## src/rtl/rf_write_arbiter.sv

```systemverilog
// Write-port owner for the 32x32 register file: round-robin arbitration between the ALU (A)
// and load (B) writeback requesters, plus a zero-fill clear sweep after reset or on request.

module rf_write_arbiter #(
  parameter int DATA_W         = 32,
  parameter int ADDR_W         = 5,
  parameter int NUM_REGS       = 32,
  parameter bit CLEAR_ON_RESET = 1'b1
) (
  input  logic              clk,
  input  logic              rst,
  input  logic              a_valid,
  output logic              a_ready,
  input  logic [ADDR_W-1:0] a_addr,
  input  logic [DATA_W-1:0] a_data,
  input  logic              b_valid,
  output logic              b_ready,
  input  logic [ADDR_W-1:0] b_addr,
  input  logic [DATA_W-1:0] b_data,
  input  logic              clear_req,
  output logic              busy,
  output logic              reg_write,
  output logic [ADDR_W-1:0] write_register,
  output logic [DATA_W-1:0] write_data
);

  typedef enum logic {
    ST_RUN   = 1'b0,
    ST_CLEAR = 1'b1
  } state_t;

  localparam logic PTR_A = 1'b0;
  localparam logic PTR_B = 1'b1;

  // cnt carries one extra bit so a full 2**ADDR_W sweep can be counted without wrapping
  localparam logic [ADDR_W:0] LAST_CNT = (ADDR_W + 1)'(NUM_REGS - 1);
  localparam logic [ADDR_W:0] CNT_ONE  = (ADDR_W + 1)'(1);

  state_t            state_r;
  logic [ADDR_W:0]   cnt_r;
  logic              rr_ptr_r;
  logic              grant_a_s;
  logic              grant_b_s;

  // Grant selection: only in RUN and never in the cycle a clear is requested
  always_comb begin
    grant_a_s = 1'b0;
    grant_b_s = 1'b0;
    if ((state_r == ST_RUN) && !clear_req) begin
      if (a_valid && b_valid) begin
        if (rr_ptr_r == PTR_A) begin
          grant_a_s = 1'b1;
        end else begin
          grant_b_s = 1'b1;
        end
      end else begin
        grant_a_s = a_valid;
        grant_b_s = b_valid;
      end
    end else begin
      grant_a_s = 1'b0;
      grant_b_s = 1'b0;
    end
  end

  assign a_ready = grant_a_s;
  assign b_ready = grant_b_s;

  // FSM, round-robin pointer and registered register-file write port
  always_ff @(posedge clk) begin
    if (rst) begin
      state_r        <= CLEAR_ON_RESET ? ST_CLEAR : ST_RUN;
      busy           <= CLEAR_ON_RESET;
      cnt_r          <= {(ADDR_W + 1){1'b0}};
      rr_ptr_r       <= PTR_A;
      reg_write      <= 1'b0;
      write_register <= {ADDR_W{1'b0}};
      write_data     <= {DATA_W{1'b0}};
    end else begin
      case (state_r)
        ST_CLEAR: begin
          reg_write      <= 1'b1;
          write_register <= cnt_r[ADDR_W-1:0];
          write_data     <= {DATA_W{1'b0}};
          if (cnt_r == LAST_CNT) begin
            state_r <= ST_RUN;
            busy    <= 1'b0;
            cnt_r   <= {(ADDR_W + 1){1'b0}};
          end else begin
            cnt_r   <= cnt_r + CNT_ONE;
          end
        end
        ST_RUN: begin
          if (clear_req) begin
            state_r   <= ST_CLEAR;
            busy      <= 1'b1;
            cnt_r     <= {(ADDR_W + 1){1'b0}};
            reg_write <= 1'b0;
          end else if (grant_a_s) begin
            reg_write      <= 1'b1;
            write_register <= a_addr;
            write_data     <= a_data;
            rr_ptr_r       <= PTR_B;
          end else if (grant_b_s) begin
            reg_write      <= 1'b1;
            write_register <= b_addr;
            write_data     <= b_data;
            rr_ptr_r       <= PTR_A;
          end else begin
            // Idle: address and data hold so the file sees a stable bus
            reg_write <= 1'b0;
          end
        end
        default: begin
          state_r   <= ST_RUN;
          busy      <= 1'b0;
          cnt_r     <= {(ADDR_W + 1){1'b0}};
          reg_write <= 1'b0;
        end
      endcase
    end
  end

  rf_write_arbiter_checker u_checker (
    .clk     (clk),
    .rst     (rst),
    .a_valid (a_valid),
    .a_ready (a_ready),
    .b_valid (b_valid),
    .b_ready (b_ready),
    .busy    (busy)
  );

endmodule

// Handshake invariants of the arbiter, kept apart from the datapath.
module rf_write_arbiter_checker (
  input logic clk,
  input logic rst,
  input logic a_valid,
  input logic a_ready,
  input logic b_valid,
  input logic b_ready,
  input logic busy
);

  a_one_grant: assert property (@(posedge clk) disable iff (rst) !(a_ready && b_ready));
  a_ready_needs_valid: assert property (@(posedge clk) disable iff (rst) a_ready |-> a_valid);
  b_ready_needs_valid: assert property (@(posedge clk) disable iff (rst) b_ready |-> b_valid);
  no_grant_when_busy: assert property (@(posedge clk) disable iff (rst) busy |-> !(a_ready || b_ready));

endmodule
```

## config.mk

```make
export PLATFORM = sky130hd
export DESIGN_NAME = rf_write_arbiter
export DESIGN_NICKNAME = d
export VERILOG_FILES = /design/src/rtl/rf_write_arbiter.sv
export SDC_FILE = /design/constraint.sdc
export NUM_CORES = 1
export LEC_CHECK = 0
export CAP_MARGIN = 20
export CORE_MARGIN = 10
export CORE_UTILIZATION = 34
export CTS_CLUSTER_DIAMETER = 40
export DETAILED_ROUTE_END_ITERATION = 10
export PLACE_DENSITY_LB_ADDON = 0.08
export RECOVER_POWER = 25
export SETUP_SLACK_MARGIN = 0.15
export SLEW_MARGIN = 25
export SYNTH_ARGS = -nofsm -noshare
export SYNTH_HDL_FRONTEND = slang
export SYNTH_SLANG_ARGS = --single-unit
```

## constraint.sdc

```tcl
create_clock -name clk -period 1.5 [get_ports clk]
set_clock_uncertainty 0.15 [all_clocks]
set_input_delay 0.15 -clock clk [delete_from_list [all_inputs] [get_ports clk]]
set_output_delay 0.15 -clock clk [all_outputs]
set_load 0.02 [all_outputs]
```

==> impl_results.rst, run 1 <==
.. list-table::
   :header-rows: 1

   * - Metric
     - Value
   * - Post-synth ARST share
     - 0
   * - Pin count of the biggest net entering global routing
     - 16
   * - Seq/Total Area, Yosys
     - 0.4476
   * - Run status
     - finished with violations
   * - Kind of end point of the critical path
     - flip-flop
   * - Sum of overflow across all layers after global routing
     - 0
   * - WHS
     - around 0.21 ns
   * - Final Hold Fails
     - 0
   * - Critical path data arrival time
     - roughly 1.6 ns
   * - Number of buffers between clock root and the deepest sink
     - 2
   * - Gp weighted congestion
     - approximately 0.76
   * - Cells traversed along the worst timing path
     - nand2_1, nand3_4, buf_12, clkinv_8, or3_4, a32o_1
   * - Peak Freq
     - about 640 MHz
   * - Library cell contributing the largest single delay on the critical path
     - sky130_fd_sc_hd__dfxtp_1
   * - Post-Synthesis Net Count
     - a little over 300
   * - Type of the worst setup path
     - reg -> reg
   * - Later-pin clock latency in the skew report
     - about 0.30 ns
   * - #FFs+latches synth
     - 47
   * - Layout cell share with drive strength beyond 1
     - 0.3376
   * - Setup total negative slack
     - -0.8375 ns
   * - Final max-slew violation count
     - 0
   * - Layout overhead on the synthesized area
     - 109.5%
   * - Max cap viols
     - 0
   * - Width of the die
     - around 99 um
   * - Number of synthesized flops with an enable pin
     - 0
   * - Clock slew at the register clock pins of the worst setup and hold paths
     - ~0.09 ns
   * - Kind of launch point of the worst setup path
     - flip-flop
   * - Die Ht
     - roughly 99 um
   * - Period Utilization, post-route
     - 1.045
   * - Final instance area
     - 0.004403 mm^2
   * - CP Data Required Time
     - approximately 1.6 ns
   * - Clk Tree Root Cell
     - sky130_fd_sc_hd__clkbuf_8
   * - Number of placed I/O pins
     - 120
   * - Sinks on Clock Net
     - 47
   * - Pwr/cell area
     - just under 600 mW/mm^2
   * - Avg Vias per Cell
     - around 5
   * - Placed inst area
     - 0.003467 mm^2
   * - Number of buffer cells added on primary ports
     - ~120
   * - Number of nets in the layout
     - about 470
   * - GRT Total Usage
     - 0.1584
   * - RSZ-0062 raised after global routing
     - yes
   * - Core footprint
     - about 0.0060 mm^2
   * - # H-tree levels
     - 2
   * - Most frequent standard cell in the layout excluding fill and tap cells
     - sky130_fd_sc_hd__clkdlybuf4s50_1
   * - Hpwl dp
     - about 5300 um
   * - Diode count
     - 0
   * - ANT nets after route
     - 0
   * - Slew margin rel.
     - 0.7648
   * - Synthesized instance count
     - between 200 and 250
   * - Max Fanout on Critical Path
     - 4
   * - Post-synthesis instance area
     - 0.002102 mm^2
   * - Vias in the first global route
     - between 2000 and 2500
   * - Leading cell types in the layout, fill and taps excluded
     - sky130_fd_sc_hd__clkdlybuf4s50_1 (75), sky130_fd_sc_hd__dfxtp_1 (45), sky130_fd_sc_hd__mux2i_1 (31), sky130_fd_sc_hd__dlygate4sd2_1 (29), sky130_fd_sc_hd__buf_4 (22)
   * - Final WS setup
     - -0.06748 ns
   * - Largest incremental delay on the critical path
     - between 0.3 and 0.4 ns
   * - Post-layout minimum cycle time
     - 1.567 ns
   * - Overall routed net length
     - between 7000 and 8000 um
   * - Final setup violation count
     - 37
   * - Area of the die
     - about 0.0097 mm^2
   * - Kind of path behind the tightest hold check
     - in -> reg
   * - Lkg Pwr
     - between 0.002 and 0.0025 uW
   * - Count of yosys warnings during synthesis
     - 0
   * - Number of distinct library cells after synthesis
     - 35
   * - Max VDD drop
     - 0.0004975 V
   * - CTS tree
     - done
   * - Starting density of the core
     - 0.3529
   * - Post-DR wirelength/cell
     - approximately 17 um
   * - Post-route DRC violation count
     - 0
   * - TritonCTS Buffers
     - 5
   * - Overall via count from detail_route
     - around 2300
   * - Most used DFF post-synth
     - sky130_fd_sc_hd__dfxtp_1
   * - Number of placed instances, taps included
     - 430
   * - Violated checks
     - negative setup slack
   * - Non-filler instance count after layout
     - roughly 470
   * - Number of DRC markers after the initial detailed-route iteration
     - 19
   * - Transition time of the tightest slew-check pin
     - 0.3523 ns
   * - Syn avg cell area
     - between 9 and 10 um^2
   * - Initial antenna violation count
     - 0
   * - First-pass GRT wire length
     - 12560 um
   * - Row Count
     - 28
   * - Detailed-routing iteration count for the pre-antenna-repair pass
     - 4
critical path, delay by kind of cell, from the launching register on:
| family | cells | cell delay, ns |
|---|---|---|
| compound gates | 1 | 0.25 |
| buf+inv | 2 | 0.17 |
| simple gates | 3 | 0.54 |
| flops | 1 | 0.35 |
worst paths after layout:
path | from | to | slack, ns | depth (start not counted)
worst min-delay path | b_valid | rr_ptr_r | 0.21 | 3
worst max-delay path | rr_ptr_r | write_register[0] | -0.07 | 6
worst max register to register | rr_ptr_r | write_register[0] | -0.07 | 6
worst min register to register | write_data[18] | write_data[18] | 0.29 | 2
per-stage QoR:
step	power [uW]	utilization	worst slack [ns]
after CTS	2583	0.6914	-0.06553
after detailed placement	1618	0.5821	-0.4348
after global routing	2686	0.7393	-0.1239
after global placement	1613	0.5821	-0.3850
final	2585	0.7393	-0.06748
after floorplan	1369	-	-0.1155
Yosys cell counts, types with 2 or more instances:
| cell type | n | area (um^2) |
|---|---|---|
| sky130_fd_sc_hd__or3_1 | 7 | 43.79 |
| sky130_fd_sc_hd__clkbuf_1 | 2 | 7.510 |
| sky130_fd_sc_hd__o21bai_1 | 2 | 15.01 |
| sky130_fd_sc_hd__dfxtp_1 | 47 | 940.9 |
| sky130_fd_sc_hd__a211oi_1 | 2 | 15.01 |
| sky130_fd_sc_hd__a21oi_1 | 13 | 65.06 |
| sky130_fd_sc_hd__inv_1 | 7 | 26.28 |
| sky130_fd_sc_hd__nand2_1 | 40 | 150.1 |
| sky130_fd_sc_hd__o21ai_0 | 32 | 160.2 |
| sky130_fd_sc_hd__nor2_1 | 5 | 18.77 |
| sky130_fd_sc_hd__o22ai_1 | 2 | 12.51 |
| sky130_fd_sc_hd__mux2i_1 | 35 | 350.3 |
| sky130_fd_sc_hd__buf_6 | 5 | 56.30 |
| sky130_fd_sc_hd__a32o_1 | 3 | 30.03 |
| sky130_fd_sc_hd__buf_2 | 9 | 45.04 |
where the power goes:
| part | internal, uW | switching (uW) | leakage [uW] |
|---|---|---|---|
| Combinational | 242 | 99.2 | 0.00169 |
| Clock | 540 | 432 | 0.0000612 |
| Sequential | 1260 | 13.4 | 0.000380 |
layout make-up:
class,count,area [um^2]
fillers,454,1553
well taps,75,93.84
repair buffers,171,1888
clock inverters,2,35.03
multi-input cells,161,1306
clock buffers,6,82.58
inverters,7,51.30
flip-flops and latches,47,945.9
cells by family after synthesis:
logic type / Yosys count / synth area share
flops: 47 / 0.4476
mux: 35 / 0.1667
buf+inv: 23 / 0.06429
fa+ha+maj: 1 / 0.005951
simple gates: 64 / 0.1429
compound gates: 61 / 0.1726
layer usage:
layer,vias up,track usage,wire [um]
met5,-,0,0
met4,0,0.04079,67
met3,6,0.06425,569
met2,75,0.2789,4097
met1,1081,0.1721,3210
li1,1137,-,-
flip-flops by register name (all words and copies together) (netlist names):
name            flops
busy                1
cnt_r               6
reg_write           1
rr_ptr_r            1
state_r             1
write_data         32
write_register      5
what timing repair did:
| item | in CTS | in global routing |
|---|---|---|
| resized for setup | 137 | 80 |
| hold buffers | 0 | 0 |
| endpoints found under the setup margin | 82 | 55 |
| pin swaps | 32 | 21 |
| buffers inserted | 15 | 6 |
| gates cloned | 10 | 0 |
(Power assumes the default switching activity.)
==> inputs of run 2 (changes only) <==
CORE_UTILIZATION = 35   (was 34)
CTS_BUF_LIST = sky130_fd_sc_hd__clkbuf_4 sky130_fd_sc_hd__clkbuf_8   (was not set)
==> impl_results.rst, run 2 (same netlist as run 1, synthesis figures left out) <==
.. list-table::
   :header-rows: 1

   * - Metric
     - Value
   * - Multi-input gate area
     - 0.001090 mm^2 (was 0.001306 mm^2)
   * - WHS
     - 0.2246 ns (was 0.2148 ns)
   * - Period Utilization, post-route
     - 0.9981 (was 1.045)
   * - Part of the total power dissipated in combinational logic
     - 0.137 (was 0.132)
   * - Pwr/cell area
     - 647.4 mW/mm^2 (was 587.0 mW/mm^2)
   * - Kind of path behind the tightest hold check
     - in -> reg (unchanged)
   * - Clock slew at the register clock pins of the worst setup and hold paths
     - 0.08 ns (was 0.09 ns)
   * - Run status
     - complete, no violations (was finished with violations)
   * - Max VDD drop
     - 0.0004399 V (was 0.0004975 V)
   * - Sum of overflow across all layers after global routing
     - 0 (unchanged)
   * - Sinks on Clock Net
     - 47 (unchanged)
   * - Min-Delay Path Depth
     - 3 (unchanged)
   * - Worst reg-to-reg path cell count
     - 6 (unchanged)
   * - Final WS setup
     - 0.002899 ns (was -0.06748 ns)
   * - Crit Reg-Reg Startpoint
     - rr_ptr_r (unchanged)
   * - Part of the total power dissipated in sequential elements
     - 0.542 (was 0.492)
   * - Starting density of the core
     - 0.3571 (was 0.3529)
   * - Minimum setup slack among reg-to-reg paths
     - 0.003 ns (was -0.07 ns)
   * - Clock network fraction of total power
     - 0.321 (was 0.376)
   * - Internal Pwr Total
     - 1836 uW (was 2040 uW)
   * - Kind of launch point of the worst setup path
     - flip-flop (unchanged)
   * - Type of the worst setup path
     - reg -> reg (unchanged)
   * - Overall routed net length
     - 6851 um (was 7945 um)
   * - Layout cell share with drive strength beyond 1
     - 0.1429 (was 0.3376)
   * - Overall via count from detail_route
     - 2109 (was 2299)
   * - Number of nets in the layout
     - 443 (was 473)
   * - # H-tree levels
     - 2 (unchanged)
   * - Final-layout fill cell count
     - 556 (was 454)
   * - CP Data Required Time
     - 1.54 ns (was 1.55 ns)
   * - Most flops, register
     - write_data (unchanged)
   * - Lkg Pwr
     - 0.001724 uW (was 0.002128 uW)
   * - Number of buffer cells added on primary ports
     - 119 (unchanged)
   * - Critical path data arrival time
     - 1.54 ns (was 1.61 ns)
   * - Vias in the first global route
     - 2089 (was 2409)
   * - Number of DRC markers after the initial detailed-route iteration
     - 49 (was 19)
   * - Cells traversed along the worst timing path
     - nand2_2, nand3_4, inv_2, buf_4, or3_1, a32o_1 (was nand2_1, nand3_4, buf_12, clkinv_8, or3_4, a32o_1)
   * - Post-route DRC violation count
     - 0 (unchanged)
   * - Core footprint
     - 0.005886 mm^2 (was 0.005956 mm^2)
   * - Area used by sequential logic in the layout
     - 943.4 um^2 (was 945.9 um^2)
   * - Pin count of the biggest net entering global routing
     - 35 (was 16)
   * - Sw Share
     - 0.2160 (was 0.2108)
   * - Leading cell types in the layout, fill and taps excluded
     - sky130_fd_sc_hd__clkdlybuf4s50_1 (75), sky130_fd_sc_hd__dfxtp_1 (45), sky130_fd_sc_hd__nand2_1 (39), sky130_fd_sc_hd__dlygate4sd2_1 (36), sky130_fd_sc_hd__mux2i_1 (35) (was sky130_fd_sc_hd__clkdlybuf4s50_1 (75), sky130_fd_sc_hd__dfxtp_1 (45), sky130_fd_sc_hd__mux2i_1 (31), sky130_fd_sc_hd__dlygate4sd2_1 (29), sky130_fd_sc_hd__buf_4 (22))
   * - Worst slack after detailed placement
     - -0.3747 ns (was -0.4348 ns)
   * - Peak Freq
     - 668.0 MHz (was 638.0 MHz)
   * - Library cell contributing the largest single delay on the critical path
     - sky130_fd_sc_hd__dfxtp_2 (was sky130_fd_sc_hd__dfxtp_1)
   * - Final Util
     - 0.6146 (was 0.7393)
   * - Die Ht
     - 97.50 um (was 98.63 um)
   * - Final max-slew violation count
     - 0 (unchanged)
   * - First element of the critical path
     - rr_ptr_r (unchanged)
   * - Later-pin clock latency in the skew report
     - 0.29 ns (was 0.30 ns)
   * - GRT Total Usage
     - 0.1370 (was 0.1584)
   * - Largest incremental delay on the critical path
     - 0.36 ns (was 0.35 ns)
   * - Max cap viols
     - 0 (unchanged)
   * - Max Fanout on Critical Path
     - 3 (was 4)
   * - Post-layout minimum cycle time
     - 1.497 ns (was 1.567 ns)
   * - Area of the die
     - 0.009505 mm^2 (was 0.009728 mm^2)
   * - Number of placed I/O pins
     - 120 (unchanged)
   * - RSZ-0062 raised after global routing
     - yes (unchanged)
   * - CTS tree
     - done (unchanged)
   * - Initial antenna violation count
     - 0 (unchanged)
   * - Endpoint with the worst hold slack
     - rr_ptr_r (unchanged)
   * - Transition time of the tightest slew-check pin
     - 0.3205 ns (was 0.3523 ns)
   * - Most frequent standard cell in the layout excluding fill and tap cells
     - sky130_fd_sc_hd__clkdlybuf4s50_1 (unchanged)
   * - Final setup violation count
     - 0 (was 37)
   * - Reg-to-reg critical path endpoint
     - write_register[4] (was write_register[0])
   * - TritonCTS Buffers
     - 5 (unchanged)
   * - Detailed-routing iteration count for the pre-antenna-repair pass
     - 4 (unchanged)
   * - Hpwl dp
     - 5250 um (was 5309 um)
   * - Final Hold Fails
     - 0 (unchanged)
   * - ANT nets after route
     - 0 (unchanged)
   * - Width of the die
     - 97.50 um (was 98.63 um)
   * - First-pass GRT wire length
     - 10880 um (was 12560 um)
   * - Gp weighted congestion
     - 0.8280 (was 0.7611)
   * - Number of buffers between clock root and the deepest sink
     - 2 (unchanged)
   * - Kind of end point of the critical path
     - flip-flop (unchanged)
   * - Start point of the worst min-delay path
     - b_valid (unchanged)
   * - Number of flip-flops in the largest register
     - 32 (unchanged)
   * - Layout overhead on the synthesized area
     - 72.08% (was 109.5%)
   * - Diode count
     - 0 (unchanged)
   * - Avg Vias per Cell
     - 4.804 (was 4.902)
   * - Post-DR wirelength/cell
     - 15.61 um (was 16.94 um)
   * - Largest registers
     - write_data: 32 flops, cnt_r: 6 flops, write_register: 5 flops (unchanged)
   * - Slew margin rel.
     - 0.7836 (was 0.7648)
   * - Row Count
     - 28 (unchanged)
   * - Clk Tree Root Cell
     - sky130_fd_sc_hd__clkbuf_8 (unchanged)
   * - NetSw
     - 505.9 uW (was 544.8 uW)
## run 2: cell types whose count changed in the layout (fill, tap and decap cells not counted), sizes merged
cell           change
inv                +2
clkbuf             -5
bufinv             -1
dlymetal6s2s       +1
clkdlybuf4s15      -2
buf               -31
clkinvlp           +1
dlygate4sd2        +7
clkinv             -2
## run 2: worst max-delay path by stage
stage | end | slack (ns) | cells after the start
detailed placement | write_data[22] | -0.37 | 7
finish | write_register[4] | 0.003 | 6
floorplan | write_register[0] | -0.12 | 6
CTS | write_register[0] | -0.02 | 5
global route | write_register[4] | -0.06 | 6
global placement | b_ready | -0.35 | 5
## run 2: final cells by class
class,instances,share of cell area
Clock buffer,6,0.02110
Sequential cell,47,0.2608
Tap cell,75,0.02594
Multi-Input combinational cell,161,0.3013
Inverter,7,0.007264
Timing Repair Buffer,141,0.3801
Clock inverter,2,0.003459
## run 2: timing repair
| action | in CTS | in global routing |
|---|---|---|
| setup endpoints to repair | 82 | 49 |
| cloned | 0 | 1 |
| hold buffers | 0 | 0 |
| pin swaps | 0 | 1 |
| hold endpoints to repair | 0 | 0 |
| resized for setup | 59 | 38 |
| setup buffers | 0 | 1 |
## run 2: layer usage
layer	global-route usage	vias up	share of wire
met5	0	-	0
met4	0.03020	0	0.0063
met3	0.05263	5	0.062
met2	0.2172	80	0.47
met1	0.1706	951	0.46
li1	-	1073	-
## run 2: critical path: cells and delay by family, from the launching register on
kind | cells | cell delay [ns]
flip-flops | 1 | 0.36
AND/OR/NAND/NOR | 3 | 0.47
AO/OA/AOI/OAI | 1 | 0.26
buffers and inverters | 2 | 0.17
## run 2: stage by stage
step / total power (uW) / setup TNS [ns] / instances / instance area, um^2
after floorplan: 1369 / -0.4796 / 231 / 2102
after global placement: 1612 / -12.43 / 429 / 3472
after detailed placement: 1618 / -13.56 / 429 / 3472
after CTS: 2367 / -0.2616 / 437 / 3517
after global routing: 2461 / -0.2908 / 439 / 3617
final: 2342 / 0 / 439 / 3617
## run 2: power by group through the flow
stage	registers (uW)	logic (uW)	clock network, uW
floorplan	1300	64.6	0
global placement	1300	315	0
detailed placement	1300	319	0
CTS	1270	316	782
global route	1270	347	841
finish	1270	320	752
